===== src/rtl/hilo_seq_div.sv =====
// Iterative restoring radix-2 divider feeding the HI/LO pair: quotient to LO, remainder to HI.
// Optional macro HILO_DIV_EARLY_OUT_EN skips CALC when |divisor| > |dividend| (divisor nonzero).
module hilo_seq_div #(
   parameter int WIDTH = 32
) (
   input  logic             clk,
   input  logic             rst,
   input  logic             start,
   input  logic             flush,
   input  logic             is_signed,
   input  logic [WIDTH-1:0] dividend,
   input  logic [WIDTH-1:0] divisor,
   output logic             busy,
   output logic             done,
   output logic [WIDTH-1:0] quot,
   output logic [WIDTH-1:0] rem
);

   localparam int CW = (WIDTH > 1) ? $clog2(WIDTH) : 1;
   localparam logic [CW-1:0] LAST_STEP = CW'(WIDTH - 1);

   typedef enum logic [1:0] {S_IDLE, S_CALC, S_FIX, S_DONE} state_e;

   state_e           state_q, state_d;
   logic [CW-1:0]    cnt_q, cnt_d;
   logic [WIDTH-1:0] acc_q, acc_d;    // partial remainder
   logic [WIDTH-1:0] qsh_q, qsh_d;    // dividend bits shift out, quotient bits shift in
   logic [WIDTH-1:0] dsr_q, dsr_d;
   logic [WIDTH-1:0] quot_q, quot_d;
   logic [WIDTH-1:0] rem_q, rem_d;
   logic             neg_q_q, neg_q_d;
   logic             neg_r_q, neg_r_d;
   logic             busy_q, busy_d;
   logic             done_q, done_d;

   logic [WIDTH-1:0] dvd_mag, dsr_mag;
   logic [WIDTH:0]   acc_sh, acc_sub;
   logic             dsr_zero, early_out, accept, signed_op;

   // Divide by zero runs unsigned on the raw operands: the restoring loop then
   // naturally yields quot = all ones and rem = dividend, with unchanged latency.
   always_comb begin
      dsr_zero  = (divisor == '0);
      signed_op = is_signed && !dsr_zero;
      dvd_mag   = (signed_op && dividend[WIDTH-1]) ? -dividend : dividend;
      dsr_mag   = (signed_op && divisor[WIDTH-1])  ? -divisor  : divisor;
   end

`ifdef HILO_DIV_EARLY_OUT_EN
   assign early_out = !dsr_zero && (dsr_mag > dvd_mag);
`else
   assign early_out = 1'b0;
`endif

   assign accept  = start && !flush && (state_q == S_IDLE || state_q == S_DONE);
   assign acc_sh  = {acc_q, qsh_q[WIDTH-1]};
   assign acc_sub = acc_sh - {1'b0, dsr_q};

   always_comb begin
      // NOTE: every _d gets its hold value first so no path leaves it unassigned (no latches).
      state_d = state_q;
      cnt_d   = cnt_q;
      acc_d   = acc_q;
      qsh_d   = qsh_q;
      dsr_d   = dsr_q;
      quot_d  = quot_q;
      rem_d   = rem_q;
      neg_q_d = neg_q_q;
      neg_r_d = neg_r_q;
      busy_d  = busy_q;
      done_d  = 1'b0;

      case (state_q)
         S_IDLE, S_DONE: begin
            state_d = S_IDLE;
            busy_d  = 1'b0;
            if (accept) begin
               busy_d  = 1'b1;
               cnt_d   = '0;
               dsr_d   = dsr_mag;
               neg_q_d = signed_op && (dividend[WIDTH-1] ^ divisor[WIDTH-1]);
               neg_r_d = signed_op && dividend[WIDTH-1];
               if (early_out) begin
                  state_d = S_FIX;
                  acc_d   = dvd_mag;
                  qsh_d   = '0;
               end else begin
                  state_d = S_CALC;
                  acc_d   = '0;
                  qsh_d   = dvd_mag;
               end
            end
         end
         S_CALC: begin
            if (flush) begin
               state_d = S_IDLE;
               busy_d  = 1'b0;
            end else begin
               // Borrow out of the (WIDTH+1)-bit subtract means acc_sh < divisor.
               if (!acc_sub[WIDTH]) begin
                  acc_d = acc_sub[WIDTH-1:0];
                  qsh_d = {qsh_q[WIDTH-2:0], 1'b1};
               end else begin
                  acc_d = acc_sh[WIDTH-1:0];
                  qsh_d = {qsh_q[WIDTH-2:0], 1'b0};
               end
               cnt_d = cnt_q + CW'(1);
               if (cnt_q == LAST_STEP) state_d = S_FIX;
            end
         end
         S_FIX: begin
            busy_d = 1'b0;
            if (flush) begin
               state_d = S_IDLE;
            end else begin
               state_d = S_DONE;
               done_d  = 1'b1;
               quot_d  = neg_q_q ? -qsh_q : qsh_q;
               rem_d   = neg_r_q ? -acc_q : acc_q;
            end
         end
         default: begin
            state_d = S_IDLE;
            busy_d  = 1'b0;
         end
      endcase
   end

   // NOTE: sequential state uses non-blocking assignments only; comb logic above uses blocking.
   always_ff @(posedge clk or posedge rst) begin
      if (rst) begin
         state_q <= S_IDLE;
         cnt_q   <= '0;
         acc_q   <= '0;
         qsh_q   <= '0;
         dsr_q   <= '0;
         quot_q  <= '0;
         rem_q   <= '0;
         neg_q_q <= 1'b0;
         neg_r_q <= 1'b0;
         busy_q  <= 1'b0;
         done_q  <= 1'b0;
      end else begin
         state_q <= state_d;
         cnt_q   <= cnt_d;
         acc_q   <= acc_d;
         qsh_q   <= qsh_d;
         dsr_q   <= dsr_d;
         quot_q  <= quot_d;
         rem_q   <= rem_d;
         neg_q_q <= neg_q_d;
         neg_r_q <= neg_r_d;
         busy_q  <= busy_d;
         done_q  <= done_d;
      end
   end

   assign busy = busy_q;
   assign done = done_q;
   assign quot = quot_q;
   assign rem  = rem_q;

endmodule


===== config.mk =====
export PLATFORM = sky130hd
export DESIGN_NAME = hilo_seq_div
export DESIGN_NICKNAME = d
export VERILOG_FILES = /design/src/rtl/hilo_seq_div.sv
export SDC_FILE = /design/constraint.sdc
export NUM_CORES = 1
export LEC_CHECK = 0
export ABC_AREA = 1
export CORE_MARGIN = 10
export CORE_UTILIZATION = 60
export CTS_BUF_LIST = sky130_fd_sc_hd__clkbuf_2 sky130_fd_sc_hd__clkbuf_4 sky130_fd_sc_hd__clkbuf_8
export DETAILED_ROUTE_END_ITERATION = 6
export PLACE_DENSITY = 0.91
export SLEW_MARGIN = 20
export SYNTH_ARGS = -nofsm -noshare
export SYNTH_HDL_FRONTEND = slang
export SYNTH_SLANG_ARGS = --single-unit

===== constraint.sdc =====
create_clock -name clk -period 6.9 [get_ports clk]
set_input_delay 1.035 -clock clk [delete_from_list [all_inputs] [get_ports clk]]
set_output_delay 1.035 -clock clk [all_outputs]
set_load 0.02 [all_outputs]

==> impl_metrics.ini <==
[outcome]
run_status = finished, violations left
violations = DRC

[sta]
finalCritPeriodShare_pct = 51.0
maxSlewViolCount = 0
rsz0062_at_grt = no
slew_headroom_pct = 36.4
skew_ns = 0.0225
final.min_clock_period_ns = 3.52
setup_viol = 0
setup_slack_ns = 3.38
hold_viol = 0
clock.fmax_mhz = 284
fin_setup_tns_ns = 0
max_slew.worst_pin.slew_ns = 0.955

[setup_path]
critPathLaunchType = register
critPathMaxFanout = 39
crit_arrival_ns = 3.96
cp.required_ns = 7.34
end_kind = register
path_class = register to register

[detailed_routing]
drc = 5
drtAntennaViolNets = 0
wl_um = 42900
vias_per_cell = 5.66
post_drt_wl_per_cell_um = 16.8
drtIter0Drc = 2085
drtPass1Iterations = 7
dr_total_vias = 14400

[clock_network]
post_cts_resized = 0
clock-sinks = 171
root_buffer = clkbuf_8
clockBufferDepth = 2
numCtsBuffers = 17
cts_setup_buffers = 0
clock_latency_ns = 0.49
cts_tree = built
cts.reportedPaths.clkPinSlew_ns = 0.10
htreeDepth = 4
hold_buffers = 0

[pwr]
ir_drop_mv = 0.121
power_frac_clock_pct = 20.4
seq_power_share_pct = 40.2
p_sw_share_pct = 42.3
p_leak_nw = 8.26
power_density_nw_per_um2 = 225
total_power_w = 0.00346
p_int_w = 0.00200
p_sw_w = 0.00146
pwr-share-comb_pct = 39.3

[synthesis]
yosysTopAreaCell = dfrtp_1
ys_types = 46
ys.flop_type = dfrtp_1
yosysMostFrequentCell = nand2_1
synth.ff_latch_count = 171
synth_area_um2 = 13500
syn_avg_cell_area_um2 = 6.26
syn_nets = 2263
yosysSeqAreaShare_pct = 31.7
synth.top_cell.area_share_pct = 31.7
syn_inst = 2153
yosys-top-cells-count = nand2_1 (771), inv_1 (294), nand3_1 (224), nor2_1 (207), dfrtp_1 (171)
synth.yosys.warnings = 0
synth_area_leaders = dfrtp_1 (32%), nand2_1 (21%), nand3_1 (8.3%)
async_reset_ff_share_pct = 100
synth-edff-count = 0

[global_route]
grt_util_met2_pct = 48.4
use_met3_pct = 4.23
grt_pass1_wl_um = 68300
gr-max-usage-layer = met2
first_global_vias = 13200
grt_start_max_net_pins = 90
grtUsageTotal_pct = 29.3
grt_overflow = 0
use_met1_pct = 38.5
antenna_found_initial = 0

[placed_design]
port_buffers = 134
gp_congestion = 0.991
dp_hpwl_um = 34000
dp_worst_setup_slack_ns = 2.98
dp_cells = 2513

[floorplanning]
coreArea_um2 = 22000
die_h_um = 170
die_w_um = 170
ios = 135
rows = 54
start_util_pct = 61.4
fp.dieArea_um2 = 28900

[hold_path]
hp-class = register to register

[final_layout]
diodes = 0
fin_util_pct = 69.9
num-nets-final = 2362
layout-drive-gt1-share_pct = 3.18
fin_cells = 2544
area_growth_pct = 13.8

[run]
cap_violations = 0
final timing paths:
check / start / to / slack, ns / cells after the start
max: state_q[1]$_DFFE_PP0P_ / qsh_q[31]$_DFFE_PP0P_ / 3.38 / 12
min: rem[13]$_DFFE_PP0P_ / rem[13]$_DFFE_PP0P_ / 0.49 / 2
max reg2reg: state_q[1]$_DFFE_PP0P_ / qsh_q[31]$_DFFE_PP0P_ / 3.38 / 12
min reg2reg: rem[13]$_DFFE_PP0P_ / rem[13]$_DFFE_PP0P_ / 0.49 / 2
max in group asynchronous: rst / quot[19]$_DFFE_PP0P_ / 4.58 / 3
min in group asynchronous: rst / rem[14]$_DFFE_PP0P_ / 0.95 / 2
through the flow:
stage | hold slack, ns | area [um2]
6_report | 0.487 | 15300
3_3_place_gp | 0.466 | 15000
4_1_cts | 0.491 | 15300
2_1_floorplan | 0.449 | 13500
5_1_grt | 0.516 | 15300
3_5_place_dp | 0.467 | 15000
cell usage in the layout (no fill, tap or decap), types with 9 or more instances in the layout:
| master | netlist | routed |
|---|---|---|
| dfrtp_1 | 171 | 171 |
| ha_1 | 40 | 40 |
| a31oi_1 | 12 | 12 |
| nand2_1 | 771 | 769 |
| o21ai_0 | 80 | 80 |
| clkdlybuf4s50_1 | 0 | 134 |
| nor3_1 | 21 | 21 |
| xnor2_1 | 19 | 19 |
| nand4_1 | 36 | 36 |
| a21oi_1 | 59 | 59 |
| nand3_1 | 224 | 224 |
| inv_1 | 294 | 293 |
| buf_4 | 5 | 9 |
| clkbuf_8 | 0 | 17 |
| xor2_1 | 74 | 74 |
| nor2_1 | 207 | 207 |
registers in the layout (all words and copies together), names as in the netlist:
| name | flops |
|---|---|
| state_q | 2 |
| acc_q | 32 |
| cnt_q | 5 |
| done | 1 |
| neg_q_q | 1 |
| quot | 32 |
| dsr_q | 32 |
| busy | 1 |
| rem | 32 |
| qsh_q | 32 |
| neg_r_q | 1 |
cells by family after synthesis:
| family | Yosys count | share of synthesized area [%] |
|---|---|---|
| adder cells (fa/ha/maj) | 41 | 3.86 |
| flip-flops | 171 | 31.7 |
| buffers and inverters | 364 | 10.5 |
| AO/OA/AOI/OAI | 189 | 7.80 |
| XOR/XNOR | 93 | 6.04 |
| AND/OR/NAND/NOR | 1295 | 40.1 |
layout make-up:
type,count,area (um2)
fill,1915,6610
sequential,171,4280
inverter,301,1130
clock inverter,13,136
clock buffer,18,241
tap,280,350
timing repair buffer,143,1410
multi-input combinational,1618,7790
layer usage:
metal	vias to the layer above	part of all wire, %
met4	0	3.4
met3	99	7.8
met1	6634	42
met2	720	47
li1	6952	-
met5	-	0
power groups by stage:
stage | Combinational [W] | Sequential [W] | Clock (W)
final | 0.00136 | 0.00139 | 0.000707
after global routing | 0.00149 | 0.00141 | 0.000752
after CTS | 0.00135 | 0.00138 | 0.000707
after detailed placement | 0.00134 | 0.00140 | 0
after global placement | 0.00131 | 0.00139 | 0
after floorplan | 0.000728 | 0.00145 | 0
worst max-delay path, cell delays in order (launching register included):
cell and delay, ns:
dfrtp_1 0.41, inv_1 0.08, ha_1 0.64, inv_2 0.50, nor2_1 0.33, nand2_1 0.08
nand2_1 0.35, inv_2 0.08, nor2_2 0.20, buf_4 0.39, inv_1 0.13, o22ai_1 0.14
a31o_2 0.13
(Power assumes the default switching activity.)
